--- src/rtl/aes_block_sequencer.sv ---
// AES block sequencer: moves 128-bit blocks from the receive FIFO into the key
// register or through the cipher core, and pushes results to the transmit FIFO.
module aes_block_sequencer #(
  parameter int unsigned TIMEOUT_CYCLES = 64
) (
  input  logic         HCLK,
  input  logic         HRESETn,
  input  logic         is_encrypt_pulse,
  input  logic         is_decrypt_pulse,
  input  logic         key_in,
  input  logic [127:0] rcv_fifo_out,
  input  logic         rcv_fifo_empty,
  output logic         rcv_deq,
  input  logic         tx_fifo_full,
  output logic         tx_enq,
  output logic [127:0] data_in,
  output logic         core_start,
  output logic         core_mode,
  output logic [127:0] core_key,
  output logic [127:0] core_block,
  input  logic         core_done,
  input  logic [127:0] core_result,
  input  logic         fix_error,
  output logic [7:0]   status
);

  typedef enum logic [2:0] {
    S_IDLE,
    S_LATCH,
    S_START,
    S_WAIT_CORE,
    S_WRITE,
    S_ERROR
  } state_t;

  // Last WAIT_CORE count value before the counter would reach TIMEOUT_CYCLES-1.
  localparam logic [7:0] TO_LAST = 8'(TIMEOUT_CYCLES - 2);

  state_t       state;
  logic         mode;
  logic         core_mode_r;
  logic         key_pending;
  logic         key_valid;
  logic [127:0] key_reg;
  logic [127:0] block_reg;
  logic [127:0] result_reg;
  logic         err;
  logic [7:0]   timeout_cnt;
  logic [2:0]   blk_cnt;

  // Sequencer state machine with mode/key bookkeeping.
  always_ff @(posedge HCLK or negedge HRESETn) begin
    if (!HRESETn) begin
      state       <= S_IDLE;
      mode        <= 1'b0;
      core_mode_r <= 1'b0;
      key_pending <= 1'b0;
      key_valid   <= 1'b0;
      key_reg     <= '0;
      block_reg   <= '0;
      result_reg  <= '0;
      err         <= 1'b0;
      timeout_cnt <= '0;
      blk_cnt     <= '0;
    end else begin
      if (is_encrypt_pulse ^ is_decrypt_pulse) mode <= is_decrypt_pulse;
      if (key_in) key_pending <= 1'b1;

      case (state)
        S_IDLE: begin
          if (!rcv_fifo_empty) state <= S_LATCH;
        end
        S_LATCH: begin
          if (key_pending) begin
            key_reg     <= rcv_fifo_out;
            key_valid   <= 1'b1;
            // A key_in arriving in the same cycle marks the following block as a key.
            key_pending <= key_in;
            state       <= S_IDLE;
          end else if (key_valid) begin
            block_reg   <= rcv_fifo_out;
            // Mode is captured on entry to START and held for the whole block.
            core_mode_r <= mode;
            state       <= S_START;
          end else begin
            err   <= 1'b1;
            state <= S_ERROR;
          end
        end
        S_START: begin
          timeout_cnt <= '0;
          state       <= S_WAIT_CORE;
        end
        S_WAIT_CORE: begin
          if (core_done) begin
            result_reg <= core_result;
            state      <= S_WRITE;
          end else begin
            timeout_cnt <= timeout_cnt + 8'd1;
            if (timeout_cnt == TO_LAST) begin
              err   <= 1'b1;
              state <= S_ERROR;
            end
          end
        end
        S_WRITE: begin
          if (!tx_fifo_full) begin
            blk_cnt <= blk_cnt + 3'd1;
            state   <= S_IDLE;
          end
        end
        S_ERROR: begin
          if (fix_error) begin
            err   <= 1'b0;
            state <= S_IDLE;
          end
        end
        default: state <= S_IDLE;
      endcase
    end
  end

  // Output decode from the registered state.
  always_comb begin
    rcv_deq    = (state == S_LATCH);
    core_start = (state == S_START);
    tx_enq     = (state == S_WRITE) && !tx_fifo_full;
    status     = {blk_cnt, err, (state == S_WRITE) && tx_fifo_full,
                  key_valid, mode, (state != S_IDLE)};
  end

  assign data_in    = result_reg;
  assign core_mode  = core_mode_r;
  assign core_key   = key_reg;
  assign core_block = block_reg;

endmodule

--- config.mk ---
export PLATFORM = sky130hd
export DESIGN_NAME = aes_block_sequencer
export DESIGN_NICKNAME = d
export VERILOG_FILES = /design/src/rtl/aes_block_sequencer.sv
export SDC_FILE = /design/constraint.sdc
export NUM_CORES = 1
export LEC_CHECK = 0
export CORE_AREA = 2 2 258 260
export CTS_CLUSTER_DIAMETER = 200
export DETAILED_ROUTE_END_ITERATION = 12
export DIE_AREA = 0 0 260 262
export MAX_ROUTING_LAYER = met4
export PLACE_DENSITY = 0.6
export SLEW_MARGIN = 25
export SYNTH_ARGS = -nofsm -noshare
export SYNTH_HDL_FRONTEND = slang
export SYNTH_SLANG_ARGS = --single-unit
export TNS_END_PERCENT = 30
--- constraint.sdc ---
create_clock -name HCLK -period 2.55 [get_ports HCLK]
set_input_delay 0.255 -clock HCLK [delete_from_list [all_inputs] [get_ports HCLK]]
set_output_delay 0.255 -clock HCLK [all_outputs]
set_load 0.01 [all_outputs]
==> reports/metrics.csv <==
metric;value;unit
p_per_area;1334;mW/mm²
instances_no_fill;2499;
dr_total_vias;10350;
status;complete, no violations;
grt_pass1_wl;69230;µm
finClkSkew;0.01691;ns
syn_nets;1187;
critical_path_class;reg2out;
placed_cells;2416;
pin_count;661;
synth_cell_types;45;
synth-compound-area-share;1.039;%
drt_wl_total;47710;µm
synth_xor_area_share;0.1146;%
initial_utilization;23.42;%
required;2.30;ns
cts_tree;done;
synth_top_cell_by_area;dfrtp_1;
synth_warnings;0;
tns;0;ns
setup.worst_path.start_class;flop;
worstPathMaxFanout;15;
synth.yosys.seq_area_share;65.97;%
grt_pass1_vias;11170;
antenna_found_initial;1;
cts_htree_levels;2;
num_rows;94;
drv_slew;0;
cts_buffers;45;
tightestPinTransition;0.5607;ns
rsz0062_at_grt;no;
cp-end-kind;output pin;
synthFlopType;dfrtp_1;
clock_latency;0.56;ns
fillers;6225;
finalSetupViolCount;0;
vias_per_cell;4.143;
drive_above_1_share;29.87;%
remaining_drc_errors;0;
synthAdderAreaFrac;0.3110;%
finalNetCount;1868;
synthCells;919;
avgRoutedWirePerCell;19.09;µm
synth-simple-area-share;1.760;%
ant_nets;0;
holdWs;0.2263;ns
core_area;0.06528;mm²
synth_top_family_by_area;multiplexers;
firstDrtPassIters;4;
muxShareOfSynthArea;28.63;%
synth.most_common_cell;dfrtp_1;
dieArea;0.06812;mm²
maxCapViolCount;0;
yosys-top-cells-area;dfrtp_1, mux2_2, buf_2;
hp-class;in2async;
path_clk_slew;0.06;ns
clockBufferDepth;3;
synth_common_cells;dfrtp_1, mux2_2, buf_2;
grtUsageTotal;13.66;%
die_h;262;µm
place_area;0.02303;mm²
final_area;0.02457;mm²
cts_setup_buffers;0;
critPathArrivalTime;2.14;ns
async_flop_share;100.0;%
cts_root_buf;clkbuf_16;
slew_headroom;62.62;%
synth_edf_count;0;
drtIter0Drc;257;
cts_sinks;403;
grt_max_degree;87;
ys_ff_latch;403;
peakVddDrop;729.3;µV
netlist_area;0.01529;mm²
power.leakage;10.12;nW
chipWidth;260;µm
synth.top_cell.area_share;65.97;%
fmax;417.8;MHz
synth_area_per_cell;16.63;µm²
power;32.79;mW
dp_hpwl;35550;µm
routabilityCongestion;0.7937;
area_growth;60.74;%
grt-ovfl-total;0;
period_minus_slack;2.393;ns
hold_viol_final;0;
period_share;93.86;%
port_buffers;660;
## where the power goes
part           internal [mW]  switching (mW)  leakage (nW)
clock                   4.00            2.64         0.738
sequential              9.65            1.83          4.80
combinational           9.09            5.58          4.58
## timing repair
item,in CTS,in global routing
endpoints found under the hold margin,42,0
cloned,0,0
pin swaps,0,0
setup endpoints to repair,2,3
resized for setup,2,3
hold buffers,1,0
## per-stage QoR
step,setup WS (ns),utilization [%]
floorplan,0.8066,-
CTS,0.003844,37.63
global placement,0.4697,35.28
detailed placement,0.4300,35.28
global route,0.03161,37.64
finish,0.1565,37.64
## layout make-up
cell class	count	area, µm²	area share [%]
diodes	1	2.502	0.01018
well taps	864	1081	4.399
flip-flops and latches	403	10090	41.05
repair buffers	684	6962	28.33
clock buffers	70	1373	5.586
clock inverters	11	147.6	0.6008
multi-input cells	460	4897	19.93
inverters	6	22.52	0.09165
## cell families after synthesis
logic type	count (synthesis)
compound gates	25
xor+xnor	2
fa+ha+maj	4
buf+inv	56
flops	403
mux	389
simple gates	40
## cells in the final DEF (no fill, tap or decap), drive strengths merged, types with 2 or more instances in the layout
cell type | Yosys | final
nor3b | 4 | 4
mux2i | 3 | 3
dlymetal6s2s | 0 | 2
nand4b | 2 | 2
and2 | 2 | 2
nor4b | 2 | 2
nand2b | 2 | 2
ha | 3 | 3
nand2 | 7 | 7
mux2 | 386 | 386
buf | 47 | 24
o22ai | 2 | 2
or3 | 2 | 2
nand3 | 2 | 2
clkbuf | 3 | 70
inv | 6 | 8
a22o | 2 | 2
clkdlybuf4s50 | 0 | 657
or4 | 2 | 2
dfrtp | 403 | 403
a21oi | 4 | 4
nor2 | 3 | 3
o21ai | 8 | 8
o31ai | 3 | 3
bufinv | 0 | 3
nor2b | 5 | 5
clkinv | 0 | 3
clkinvlp | 0 | 3
a31oi | 2 | 2
or2 | 2 | 2
## critical path: stages (launching register included)
cell	delay (ns)
dfrtp_2	0.50
nor4b_2	0.31
buf_4	0.19
clkdlybuf4s50_1	0.58
## registers in the layout (all words and copies together) (netlist names)
signal and count:
key_pending 1, core_mode 1, mode 1, core_key 128
timeout_cnt 8, blk_cnt 3, state 3, key_valid 1
core_block 128, err 1, data_in 128
## final timing paths
path,cells after the start,slack [ns],startpoint,to
setup / recovery,3,0.16,state[1],tx_enq
hold / removal,2,0.23,HRESETn,data_in[127]
setup reg to reg,4,0.50,state[0],core_block[115]
hold reg to reg,1,0.49,blk_cnt[2],blk_cnt[2]
max in group asynchronous,4,1.46,HRESETn,data_in[81]
min in group HCLK,2,0.27,key_in,key_pending
## routing by layer
metal	routed length (µm)	share of wire (%)	GRT usage [%]
met4	1487	3.1	5.093
met5	0	0	-
met2	24940	52	23.41
met3	3478	7.3	3.983
met1	17810	37	15.00
No activity file was read; power rests on OpenSTA's default activity.
